`src/rtl/cw_env_pkg.sv`:
```
// Shared types and constants for the CW envelope shaper.
package cw_env_pkg;

  localparam int unsigned CW_ENV_TBL_DEPTH = 64;
  localparam int unsigned CW_ENV_W         = 16;
  localparam int unsigned CW_ENV_IDX_MAX   = 63;

  typedef enum logic [1:0] {
    IDLE = 2'd0,
    UP   = 2'd1,
    HOLD = 2'd2,
    DOWN = 2'd3
  } cw_env_state_e;

endpackage

```
`src/rtl/cw_env_rom.sv`:
```
// 64x16 synchronous ROM: round(65535 * 0.5 * (1 - cos(pi * i / 63))), one-cycle read latency.
module cw_env_rom
  import cw_env_pkg::*;
(
  input  logic                clk,
  input  logic [5:0]          addr,
  output logic [CW_ENV_W-1:0] q
);

  localparam logic [CW_ENV_W-1:0] Tbl [CW_ENV_TBL_DEPTH] = '{
    16'd0,     16'd41,    16'd163,   16'd366,   16'd650,   16'd1013,  16'd1456,  16'd1976,
    16'd2573,  16'd3245,  16'd3990,  16'd4807,  16'd5694,  16'd6647,  16'd7666,  16'd8747,
    16'd9888,  16'd11086, 16'd12337, 16'd13640, 16'd14990, 16'd16384, 16'd17819, 16'd19291,
    16'd20796, 16'd22331, 16'd23893, 16'd25476, 16'd27077, 16'd28693, 16'd30319, 16'd31951,
    16'd33584, 16'd35216, 16'd36842, 16'd38458, 16'd40059, 16'd41642, 16'd43204, 16'd44739,
    16'd46244, 16'd47716, 16'd49151, 16'd50545, 16'd51895, 16'd53198, 16'd54449, 16'd55647,
    16'd56788, 16'd57869, 16'd58888, 16'd59841, 16'd60728, 16'd61545, 16'd62290, 16'd62962,
    16'd63559, 16'd64079, 16'd64522, 16'd64885, 16'd65169, 16'd65372, 16'd65494, 16'd65535
  };

  always_ff @(posedge clk) begin
    q <= Tbl[addr];
  end

endmodule

```
`src/rtl/cw_envelope_shaper.sv`:
```
// Turns the keyer's hard KeyOn into a raised-cosine TX envelope; ramps reverse in place on key change.
module cw_envelope_shaper
  import cw_env_pkg::*;
#(
  parameter int unsigned TBL_DEPTH = CW_ENV_TBL_DEPTH,
  parameter int unsigned ENV_W     = CW_ENV_W
) (
  input  logic             clk,
  input  logic             rstb,
  input  logic             key_on,
  input  logic             tx_en,
  input  logic             samp_stb,
  input  logic [7:0]       ramp_div,
  output logic [ENV_W-1:0] env,
  output logic             busy,
  output logic             ramp_done,
  output logic             abort
);

  localparam int unsigned     IdxW   = $clog2(TBL_DEPTH);
  localparam logic [IdxW-1:0] IdxMax = IdxW'(TBL_DEPTH - 1);
  localparam logic [IdxW-1:0] IdxOne = IdxW'(1);

  cw_env_state_e    state_q, state_d;
  logic [IdxW-1:0]  idx_q, idx_d;
  logic [7:0]       pcnt_q, pcnt_d;
  logic             ramp_done_q, ramp_done_d;
  logic             abort_q, abort_d;
  logic             step;
  logic [ENV_W-1:0] rom_q;

  assign step = samp_stb && (pcnt_q == ramp_div);

  always_comb begin
    state_d     = state_q;
    idx_d       = idx_q;
    pcnt_d      = pcnt_q;
    ramp_done_d = 1'b0;
    abort_d     = 1'b0;
    if (samp_stb) begin
      pcnt_d = step ? 8'd0 : pcnt_q + 8'd1;
    end
    if ((state_q != IDLE) && !tx_en) begin
      state_d = IDLE;
      idx_d   = '0;
      pcnt_d  = 8'd0;
      abort_d = 1'b1;
    end else begin
      unique case (state_q)
        IDLE: begin
          pcnt_d = 8'd0;
          if (key_on && tx_en) begin
            state_d = UP;
            idx_d   = '0;
          end
        end
        // A direction change takes precedence over a coincident step.
        UP: begin
          if (!key_on) begin
            state_d = DOWN;
          end else if (step) begin
            if (idx_q == IdxMax) state_d = HOLD;
            else                 idx_d   = idx_q + IdxOne;
          end
        end
        HOLD: begin
          pcnt_d = 8'd0;
          if (!key_on) state_d = DOWN;
        end
        DOWN: begin
          if (key_on) begin
            state_d = UP;
          end else if (step) begin
            if (idx_q == '0) begin
              state_d     = IDLE;
              pcnt_d      = 8'd0;
              ramp_done_d = 1'b1;
            end else begin
              idx_d = idx_q - IdxOne;
            end
          end
        end
        default: state_d = IDLE;
      endcase
    end
  end

  always_ff @(posedge clk) begin
    if (!rstb) begin
      state_q     <= IDLE;
      idx_q       <= '0;
      pcnt_q      <= 8'd0;
      ramp_done_q <= 1'b0;
      abort_q     <= 1'b0;
    end else begin
      state_q     <= state_d;
      idx_q       <= idx_d;
      pcnt_q      <= pcnt_d;
      ramp_done_q <= ramp_done_d;
      abort_q     <= abort_d;
    end
  end

  cw_env_rom u_rom (
    .clk  (clk),
    .addr (idx_q),
    .q    (rom_q)
  );

  // ROM has no reset; gating by state zeroes env at reset and on the abort cycle.
  assign busy      = (state_q != IDLE);
  assign env       = busy ? rom_q : '0;
  assign ramp_done = ramp_done_q;
  assign abort     = abort_q;

endmodule

```
`config.mk`:
```
export PLATFORM = sky130hd
export DESIGN_NAME = cw_envelope_shaper
export DESIGN_NICKNAME = d
export VERILOG_FILES = /design/src/rtl/cw_env_pkg.sv /design/src/rtl/cw_env_rom.sv /design/src/rtl/cw_envelope_shaper.sv
export SDC_FILE = /design/constraint.sdc
export NUM_CORES = 1
export LEC_CHECK = 0
export CAP_MARGIN = 20
export CORE_UTILIZATION = 52
export DETAILED_ROUTE_END_ITERATION = 10
export GPL_ROUTABILITY_DRIVEN = 0
export PLACE_DENSITY_LB_ADDON = 0.15
export RECOVER_POWER = 25
export SLEW_MARGIN = 20
export SYNTH_ARGS = -nofsm -noshare
export SYNTH_HDL_FRONTEND = slang
export SYNTH_SLANG_ARGS = --single-unit
export TNS_END_PERCENT = 100
```
`constraint.sdc`:
```
create_clock -name clk -period 3.04 [get_ports clk]
set_input_delay 0.608 -clock clk [delete_from_list [all_inputs] [get_ports clk]]
set_output_delay 0.608 -clock clk [all_outputs]
set_load 0.03 [all_outputs]
```
== Word-level counts from Yosys, hierarchy flattened ==
Memories as Yosys holds them, arrays and structs flattened. A register that Yosys moved wholly into a read port is not among the register bits.
Cells that the tools add are included.

* Bits in registers: 18
* ROM bits: 1024
* Input bits: 13
* Output and inout port bits: 19
* Logic and storage cells: 69
* Memories: 1

* Add/subtract/negate cells: 3
* Equal/unequal tests: 17
* Multiplexer cells: 26
* Bitwise operators: 4
* Reduce and logical (&&, ||, !) cells: 13

{| class="wikitable"
|+ Memory list
! name !! depth !! bits a word !! read ports !! clocked after memory_dff !! wr ports !! line !! source
|-
| (no name shown) || 64 || 16 || 1 || 1 || 0 || cw_env_rom.sv:22 || <nowiki>q <= Tbl[addr];</nowiki>
|}

{| class="wikitable"
|+ Operators with widths
! operator !! number
|-
| 2-to-1 mux 6 bit || 7
|-
| 2-to-1 mux 8 bit || 5
|-
| case mux 6 bit (3 select lines) || 1
|-
| 2-to-1 mux 16 bit || 1
|-
| 2-to-1 mux 2 bit || 8
|-
| inequality test 2 bit, second input constant || 8
|-
| case mux 8 bit (2 select lines) || 1
|-
| inequality test 3 bit, second input constant || 4
|-
| adder 8 x 1 -> 8 bit, second input constant || 1
|-
| equality test 8 bit || 1
|-
| case mux 2 bit (4 select lines) || 1
|-
| AND reduction 8 bit || 1
|-
| NOT 6 -> 7 bit || 1
|-
| adder 6 x 1 -> 6 bit, second input constant || 1
|-
| equality test 6 bit, second input constant || 1
|-
| zero test 6 bit || 1
|-
| AND reduction 6 bit || 1
|-
| subtractor 6 x 1 -> 6 bit, second input constant || 1
|-
| OR reduction 5 bit || 1
|-
| equality test 2 bit, second input constant || 2
|-
| OR reduction 2 bit || 2
|-
| logical AND 1 bit || 3
|-
| NOT 1 bit || 3
|-
| nonzero test 3 bit || 1
|-
| other kinds (5) || 6
|}

== Logic depth before layout (Yosys ltp) ==
Gate-level depths: netlist of run 1.

* Word-level depth: 8
* Depth in mapped cells: 10
* Mapped depth without buffers: 8

== Modules after synthesis ==
Synthesis of run 1 repeated with hierarchy kept, for this count alone.

* Cells, all modules: 442
* Area total of the unflattened synthesis: 3387.0 um^2

{| class="wikitable"
|+ Modules (own cells, without submodules)
! module !! instances !! cells each !! area each (um^2) !! seq. area each (um^2)
|-
| cw_env_rom || 1 || 272 || 2009.4 || 320.3
|-
| cw_envelope_shaper || 1 || 170 || 1377.6 || 360.3
|}

== Least setup slack after synthesis of run 1 ==
OpenSTA, ideal clock, no wires.

* Path kind: reg-to-reg
* Start: reg idx_q[0]
* End: reg u_rom.q[9]
* Library setup time: 0.132 ns
* Arrival time: 2.311 ns
* Data required time: 2.908 ns
* Path slack: 0.598 ns
* Stages on the path, launching flop included: 11
* Buffers on the path: 2
* Clock period less this slack: 2.442 ns
* Path through: dfxtp_1 -> clkbuf_1 -> inv_1 -> ha_1 -> clkbuf_1 -> inv_1 -> nand2_1 -> o21ai_0 -> mux4_2 -> nor2_1 -> a21oi_1

* Longest elaborated chain between the ends: 1

{| class="wikitable"
|+ RTL lines
! element !! line !! source
|-
| start, declared || cw_envelope_shaper.sv:25 || <nowiki>logic [IdxW-1:0] idx_q, idx_d;</nowiki>
|-
| start signal, assigned || cw_envelope_shaper.sv:97 || <nowiki>idx_q <= idx_d;</nowiki>
|-
| NOT 6 -> 7 bit (not written as such) || cw_env_rom.sv:22 ||
|-
| end, declared || cw_env_rom.sv:7 || <nowiki>output logic [CW_ENV_W-1:0] q</nowiki>
|}

Every way passes these cells.
A chain may end at the register's enable or synchronous reset.

== Worst setup path after layout of run 1 ==
* Start: reg idx_q[0]
* End: reg idx_q[0]

* Longest elaborated chain between the ends: 5
* Elaborated cells between the ends (all ways): 14
* Those cells by class: add/sub: 2; eq/ne: 3; mux: 7; reduce/logical: 2

{| class="wikitable"
|+ RTL lines
! element !! line !! source
|-
| subtractor 6 x 1 -> 6 bit / adder 6 x 1 -> 6 bit (equally long branches) || cw_envelope_shaper.sv:79, cw_envelope_shaper.sv:63 ||
|-
| 2-to-1 mux 6 bit, on equally long branches || cw_envelope_shaper.sv:74, cw_envelope_shaper.sv:62 ||
|-
| 2-to-1 mux 6 bit, on equally long branches || cw_envelope_shaper.sv:73, cw_envelope_shaper.sv:61 ||
|-
| 2-to-1 mux 6 bit, on equally long branches || cw_envelope_shaper.sv:71, cw_envelope_shaper.sv:59 ||
|-
| case mux 6 bit (3 select lines) || cw_envelope_shaper.sv:49 || <nowiki>unique case (state_q)</nowiki>
|}

Several ways; a longest one is shown, not always the timed one. The select of a mux whose other input is x is not followed.

==> impl_metrics.py, run 1 <==
metrics = {
    "logic_synthesis": {
        "yosys.area.top_type": "dfxtp_1",
        "postSynth.asyncResetShare_pct": 0,
        "yosys.area.top_type_share_pct": 22.22,
        "synth_edf_count": 0,
        "dominant_combinational_cell_family_by_area_after_synthesis": "compound AO/OA/AOI/OAI gates",
        "synthFlopType": "dfxtp_1",
        "syn_avg_cell_area_um2": 7.275,
        "post_synth_and_or_nand_nor_area_fraction_pct": 25.78,
        "synth_mux_area_share_pct": 3.881,
        "post_synthesis_cell_count": 421,
        "yosys.area_share.adder_pct": 9.232,
        "sequential_to_total_area_share_from_yosys_stat_pct": 22.22,
        "post_synthesis_sequential_element_count": 34,
        "synth_fp_nets": 456,
        "post_synth_num_cell_types": 58,
        "synth_compound_area_share_pct": 27.86,
        "synthXorXnorAreaFrac_pct": 4.861,
        "netlist_top_cells_area": "dfxtp_1 22%, ha_1 8.6%, nor2_1 6.5%",
        "synth-warning-count": 0,
        "mappedNetlistArea_mm2": 0.003063,
    },
    "pwr": {
        "clock_power_share_pct": 16.6,
        "comb_power_share_pct": 55.8,
        "cellPowerDensity_mw_per_mm2": 578.2,
        "seq_power_share_pct": 27.6,
        "switchingPower_uw": 900.8,
        "ir_drop_v": 0.0003126,
        "netSwitchingFraction_pct": 44.30,
        "cell_internal_pwr_mw": 1.133,
        "p_leak_nw": 1.352,
    },
    "global_routing": {
        "grt_start_max_net_pins": 52,
        "grt_first_pass_wirelength_um": 13520,
        "gr-max-usage-layer": "met2",
        "antenna_violations_before_repair": 0,
        "met2_usage_pct": 43.48,
        "grt_use_total_pct": 27.72,
        "grt_overflow_total": 0,
        "via_count_of_the_first_global_routing_pass": 2757,
        "groute.layer.met3.usage_pct": 3.908,
        "gr-usage-met1_pct": 39.49,
    },
    "timing": {
        "final_clock_period_utilization_by_the_worst_path_pct": 87.81,
        "finalSetupTns_ns": 0,
        "clock_skew_ns": 0.01217,
        "timing.final.max_slew_violations": 0,
        "unrepaired_setup_endpoints_after_global_routing": "no",
        "final.min_clock_period_ns": 2.669,
        "slew_headroom_pct": 39.04,
        "timing.final.setup_violations": 0,
        "worst-slew-pin-transition_ns": 0.9145,
        "worst_hold_slack_across_all_endpoints_ns": 0.5574,
        "clock.fmax_ghz": 0.3746,
        "hold_violations": 0,
    },
    "drt": {
        "drc_errors": 0,
        "detail_route.first_pass.iterations": 5,
        "drt-total-wl_um": 8203,
        "final_antenna_net_count": 0,
        "detailed_route_via_count": 3136,
        "via_per_inst": 6.078,
        "route.detailed.wl_per_inst_um": 15.90,
        "drt_iter0_markers": 270,
    },
    "floorplanning": {
        "core_area_mm2": 0.005608,
        "io_pins": 32,
        "die_h_um": 78.75,
        "die-area_mm2": 0.006202,
        "start_util_pct": 54.62,
        "number_of_core_rows": 27,
        "die_width_um": 78.75,
    },
    "job": {
        "max-cap-violations": 0,
    },
    "worst_setup_path": {
        "worstRegToRegCells": 8,
        "crit_arrival_ns": 2.83,
        "r2r_end": "idx_q[0]",
        "crit_required_ns": 3.20,
        "timing.critical_path.from_type": "flip-flop",
        "worstPathMaxFanout": 18,
        "critPathKind": "reg2reg",
        "worstReg2RegStart": "idx_q[0]",
        "crit_path_end_kind": "flip-flop",
        "ff2ff_setup_slack_ns": 0.37,
    },
    "clock_network": {
        "cts_resized": 0,
        "cts.sinks": 34,
        "cts_hold_buf": 0,
        "max-clock-path-buffers": 2,
        "postCtsSetupBuffers": 0,
        "cts-root-buf": "clkbuf_8",
        "tritoncts": "done",
        "ctsHtreeMaxLevel": 2,
        "clk_pin_slew_worst_paths_ns": 0.07,
        "cts_buffers": 5,
        "clk_latency_ns": 0.28,
    },
    "final_layout": {
        "areaGrowthSynthToFinish_pct": 14.83,
        "num-fill-cells": 521,
        "final_net_count": 478,
        "num_antenna_cells": 0,
        "drive_gt1_share_pct": 7.207,
    },
    "place": {
        "dp_hpwl_um": 6021,
        "port_buffers": 31,
    },
    "hold_path": {
        "hold_path_end": "pcnt_q[7]",
        "worst_hold_startpoint": "pcnt_q[7]",
        "worstHoldPathType": "reg2reg",
        "holdPathStages": 2,
    },
    "run_status": {
        "status": "finished clean",
    },
}
worst max-delay path by stage:
stage	start	to	slack, ns	cells after the start
finish	idx_q[0]	idx_q[0]	0.37	8
global route	idx_q[0]	state_q[0]	0.17	8
CTS	state_q[0]	env[10]	0.39	5
detailed placement	ramp_div[2]	idx_q[0]	0.34	7
global placement	ramp_div[6]	pcnt_q[1]	0.44	7
floorplan	idx_q[0]	u_rom.q[9]	0.60	10
cells by family (layout without fill, tap and decap cells):
logic type,after synthesis,after routing
compound gates,132,132
mux,8,8
flops,34,34
buf+inv,45,68
simple gates,163,163
fa+ha+maj,22,22
xor+xnor,17,17
cell usage in the layout (no fill, tap or decap), types with 3 or more instances in the layout:
master	instances
a22oi_1	3
o31ai_1	5
clkdlybuf4s50_1	29
clkbuf_8	6
o311ai_0	4
a211oi_1	9
mux4_2	3
ha_1	21
xnor2_1	9
o21a_1	3
nand3_1	13
o211ai_1	8
nor2_1	53
nand4_1	4
dfxtp_1	33
nand2_1	37
o21ai_0	27
nor2b_1	22
and3_1	4
clkbuf_1	5
nand2b_1	4
xor2_1	8
nor3_1	12
or2_2	3
inv_1	12
o221ai_1	3
a31oi_1	8
mux2i_1	4
buf_4	11
a21o_1	5
o21bai_1	3
a21oi_1	37
state kept, by name, summed over array words and instances (netlist names):
signal	flops
u_rom.q	16
pcnt_q	8
idx_q	6
state_q	2
abort	1
ramp_done	1
power groups by stage:
| stage | registers [mW] | clock network (mW) | logic (mW) |
|---|---|---|---|
| 3_5_place_dp | 0.570 | 0 | 1.12 |
| 6_report | 0.561 | 0.338 | 1.13 |
| 5_1_grt | 0.571 | 0.368 | 1.25 |
| 4_1_cts | 0.560 | 0.346 | 1.13 |
| 2_1_floorplan | 0.565 | 0 | 0.843 |
| 3_3_place_gp | 0.569 | 0 | 1.11 |
worst max-delay path, cell delays in order, from the launching register on:
cell and delay, ns:
dfxtp_1 0.33, clkbuf_1 0.69, ha_1 0.29, nand2_1 0.08, nor3_1 0.38, o41ai_1 0.16
and3_1 0.31, mux2i_1 0.22, nor2_1 0.06
layer usage:
metal / part of all wire, % / vias up
li1: - / 1556
met1: 46 / 1401
met2: 44 / 169
met3: 8.4 / 10
met4: 1.3 / 0
met5: 0 / -
Yosys cell counts (all sizes together) (3+ instances only):
cell type / instances
o21a: 3
o221ai: 3
xor2: 8
o21bai: 3
o211ai: 9
o311ai: 4
nor2: 54
dfxtp: 34
inv: 12
nand2: 37
and3: 5
ha: 21
nor2b: 22
mux2i: 4
nand4: 4
a22oi: 3
a21o: 5
or2: 3
nand2b: 4
o31ai: 5
a211oi: 9
xnor2: 9
nor3: 13
a21oi: 37
nand3: 13
clkbuf: 20
a31oi: 8
mux4: 3
o21ai: 27
buf: 11
stage by stage:
stage | setup WS [ns] | power, mW | utilization, % | cells | cell area, um^2
2_1_floorplan | 0.5976 | 1.408 | - | 421 | 3063
6_report | 0.3707 | 2.034 | 62.72 | 516 | 3517
4_1_cts | 0.3933 | 2.033 | 62.99 | 516 | 3532
3_5_place_dp | 0.3363 | 1.694 | 61.36 | 508 | 3441
3_3_place_gp | 0.4386 | 1.680 | 61.36 | 508 | 3441
5_1_grt | 0.1718 | 2.184 | 62.72 | 516 | 3517
final cells by class:
class	instances	area, um^2	area share [%]
Tap cell	72	90.09	2.561
Clock buffer	7	86.33	2.455
Inverter	14	52.55	1.494
Sequential cell	34	681.9	19.39
Timing Repair Buffer	46	407.9	11.60
Multi-Input combinational cell	342	2193	62.36
Clock inverter	1	5.005	0.1423
Note: power is estimated with default switching activity, not from simulation.
==> run 2, diff against run 1 <==
Settings changed: CTS_CLUSTER_DIAMETER set to 150.
==> results of run 2 <==
No change in the layout: final DEF, timing and power equal those of run 1.
==> run 3, diff against run 2 <==
--- a/config.mk
+++ b/config.mk
@@ -8,2 +8,3 @@
 export CAP_MARGIN = 20
+export CORE_MARGIN = 5
 export CORE_UTILIZATION = 52
==> constraint.sdc (replaced) <==
create_clock -name clk -period 3.04 [get_ports clk]
set_input_delay 0.304 -clock clk [delete_from_list [all_inputs] [get_ports clk]]
set_output_delay 0.304 -clock clk [all_outputs]
set_load 0.03 [all_outputs]
==> impl_metrics.py, run 3 (synthesized netlist as in run 1, its figures left out) <==
metrics = {
    "floorplanning": {
        "die_h_um": 86.75,
        "number_of_core_rows": 28,
        "core_area_mm2": 0.005816,
        "die-area_mm2": 0.007526,
        "start_util_pct": 52.67,
        "die_width_um": 86.75,
        "io_pins": 32,
    },
    "final_layout": {
        "layout_common_cells": "53 x nor2_1, 37 x a21oi_1, 37 x nand2_1",
        "layout_top_registers": "u_rom.q (16), pcnt_q (8), idx_q (6)",
        "mostFrequentLayoutCell": "nor2_1",
        "drive_gt1_share_pct": 7.240,
        "areaGrowthSynthToFinish_pct": 14.71,
        "num_antenna_cells": 0,
        "num-fill-cells": 553,
        "final_net_count": 476,
        "largest-register": "u_rom.q",
        "largest_reg_flops": 16,
    },
    "drt": {
        "drt-total-wl_um": 8520,
        "detail_route.wirelength.met1_um": 3761,
        "route.detailed.wl_per_inst_um": 16.48,
        "detail_route.first_pass.iterations": 6,
        "wl_met2_um": 3587,
        "highest_layer": "met4",
        "route.met3.wl_um": 969,
        "drt_iter0_markers": 407,
        "drc_errors": 0,
        "final_antenna_net_count": 0,
        "detailed_route_via_count": 3210,
        "via_per_inst": 6.209,
    },
    "timing": {
        "clock.fmax_ghz": 0.4156,
        "timing.final.max_slew_violations": 0,
        "hold_violations": 0,
        "worst-slew-pin-transition_ns": 0.5137,
        "finalSetupTns_ns": 0,
        "final.min_clock_period_ns": 2.406,
        "unrepaired_setup_endpoints_after_global_routing": "no",
        "final_clock_period_utilization_by_the_worst_path_pct": 79.16,
        "timing.final.setup_violations": 0,
        "slew_headroom_pct": 65.75,
        "setup_slack_ns": 0.6336,
        "clock_skew_ns": 0.01367,
    },
    "worst_setup_path": {
        "timing.critical_path.from_type": "flip-flop",
        "crit_required_ns": 3.20,
        "crit_path_end_kind": "flip-flop",
        "critPathKind": "reg2reg",
        "crit_arrival_ns": 2.57,
        "worstPathMaxFanout": 10,
    },
    "pwr": {
        "cell_internal_pwr_mw": 1.137,
        "cellPowerDensity_mw_per_mm2": 587.6,
        "netSwitchingFraction_pct": 44.90,
        "p_leak_nw": 1.351,
        "ir_drop_v": 0.0002605,
        "seq_power_share_pct": 26.9,
        "clock_power_share_pct": 16.9,
        "switchingPower_uw": 927.0,
        "comb_power_share_pct": 56.2,
        "power_after_layout_mw": 2.064,
    },
    "job": {
        "max-cap-violations": 0,
    },
    "global_routing": {
        "grt_overflow_total": 0,
        "grt_use_total_pct": 23.20,
        "grt_first_pass_wirelength_um": 13970,
        "antenna_violations_before_repair": 0,
        "grt_start_max_net_pins": 57,
        "via_count_of_the_first_global_routing_pass": 2776,
    },
    "clock_network": {
        "cts.sinks": 34,
        "cts_resized": 0,
        "tritoncts": "done",
        "cts_buffers": 5,
        "cts_hold_buf": 0,
        "clk_latency_ns": 0.29,
        "clk_pin_slew_worst_paths_ns": 0.08,
        "postCtsSetupBuffers": 0,
        "ctsHtreeMaxLevel": 2,
        "max-clock-path-buffers": 2,
        "cts-root-buf": "clkbuf_8",
    },
    "place": {
        "dp_hpwl_um": 6110,
        "port_buffers": 31,
        "pre_cts_ws_ns": 0.6725,
    },
    "run_status": {
        "status": "finished clean",
    },
    "hold_path": {
        "worstHoldPathType": "reg2reg",
    },
}
==> run 3: changes by cell type in the layout (fill, tap and decap cells not counted), sizes merged <==
| cell | change |
|---|---|
| clkbuf | -2 |
==> run 3: per-stage QoR <==
step | utilization (%) | hold slack [ns] | instance area [um^2] | instances
after detailed placement | 58.97 | 0.5214 | 3430 | 509
after CTS | 60.54 | 0.5451 | 3521 | 517
after floorplan | - | 0.3507 | 3063 | 421
final | 60.41 | 0.5392 | 3513 | 517
after global routing | 60.41 | 0.5967 | 3513 | 517
after global placement | 58.97 | 0.5169 | 3430 | 509
==> run 3: worst max-delay path, stage by stage (launching register included) <==
cell and delay, ns:
dfxtp_1 0.32, inv_1 0.25, ha_1 0.37, or4b_4 0.51, o211ai_2 0.15, o41ai_1 0.08
and3_1 0.32, a21oi_1 0.22, nor3_2 0.06
==> run 3: final timing paths <==
path	slack (ns)	end	cells after the start	startpoint
setup / recovery	0.63	idx_q[5]	8	idx_q[1]
hold / removal	0.54	pcnt_q[7]	2	pcnt_q[7]
setup reg to reg	0.63	idx_q[5]	8	idx_q[1]
hold reg to reg	0.54	pcnt_q[7]	2	pcnt_q[7]
==> run 3: power by group through the flow <==
| stage | clock network (mW) | registers [mW] | logic [mW] |
|---|---|---|---|
| 2_1_floorplan | 0 | 0.565 | 0.843 |
| 3_3_place_gp | 0 | 0.563 | 1.13 |
| 3_5_place_dp | 0 | 0.566 | 1.14 |
| 4_1_cts | 0.355 | 0.555 | 1.14 |
| 5_1_grt | 0.375 | 0.565 | 1.27 |
| 6_report | 0.349 | 0.555 | 1.16 |
==> run 3: cell type report <==
cell class	count	area [um^2]	area share [%]
multi-input cells	342	2193	62.43
flip-flops and latches	34	681.9	19.41
repair buffers	44	400.4	11.40
well taps	75	93.84	2.671
clock buffers	7	86.33	2.457
inverters	14	52.55	1.496
clock inverters	1	5.005	0.1425
==> run 3: per-layer routing <==
metal | vias up | global-route usage (%)
met2 | 191 | 34.28
met1 | 1443 | 34.66
li1 | 1555 | -
met3 | 21 | 3.232
met4 | 0 | 6.941
met5 | - | 0
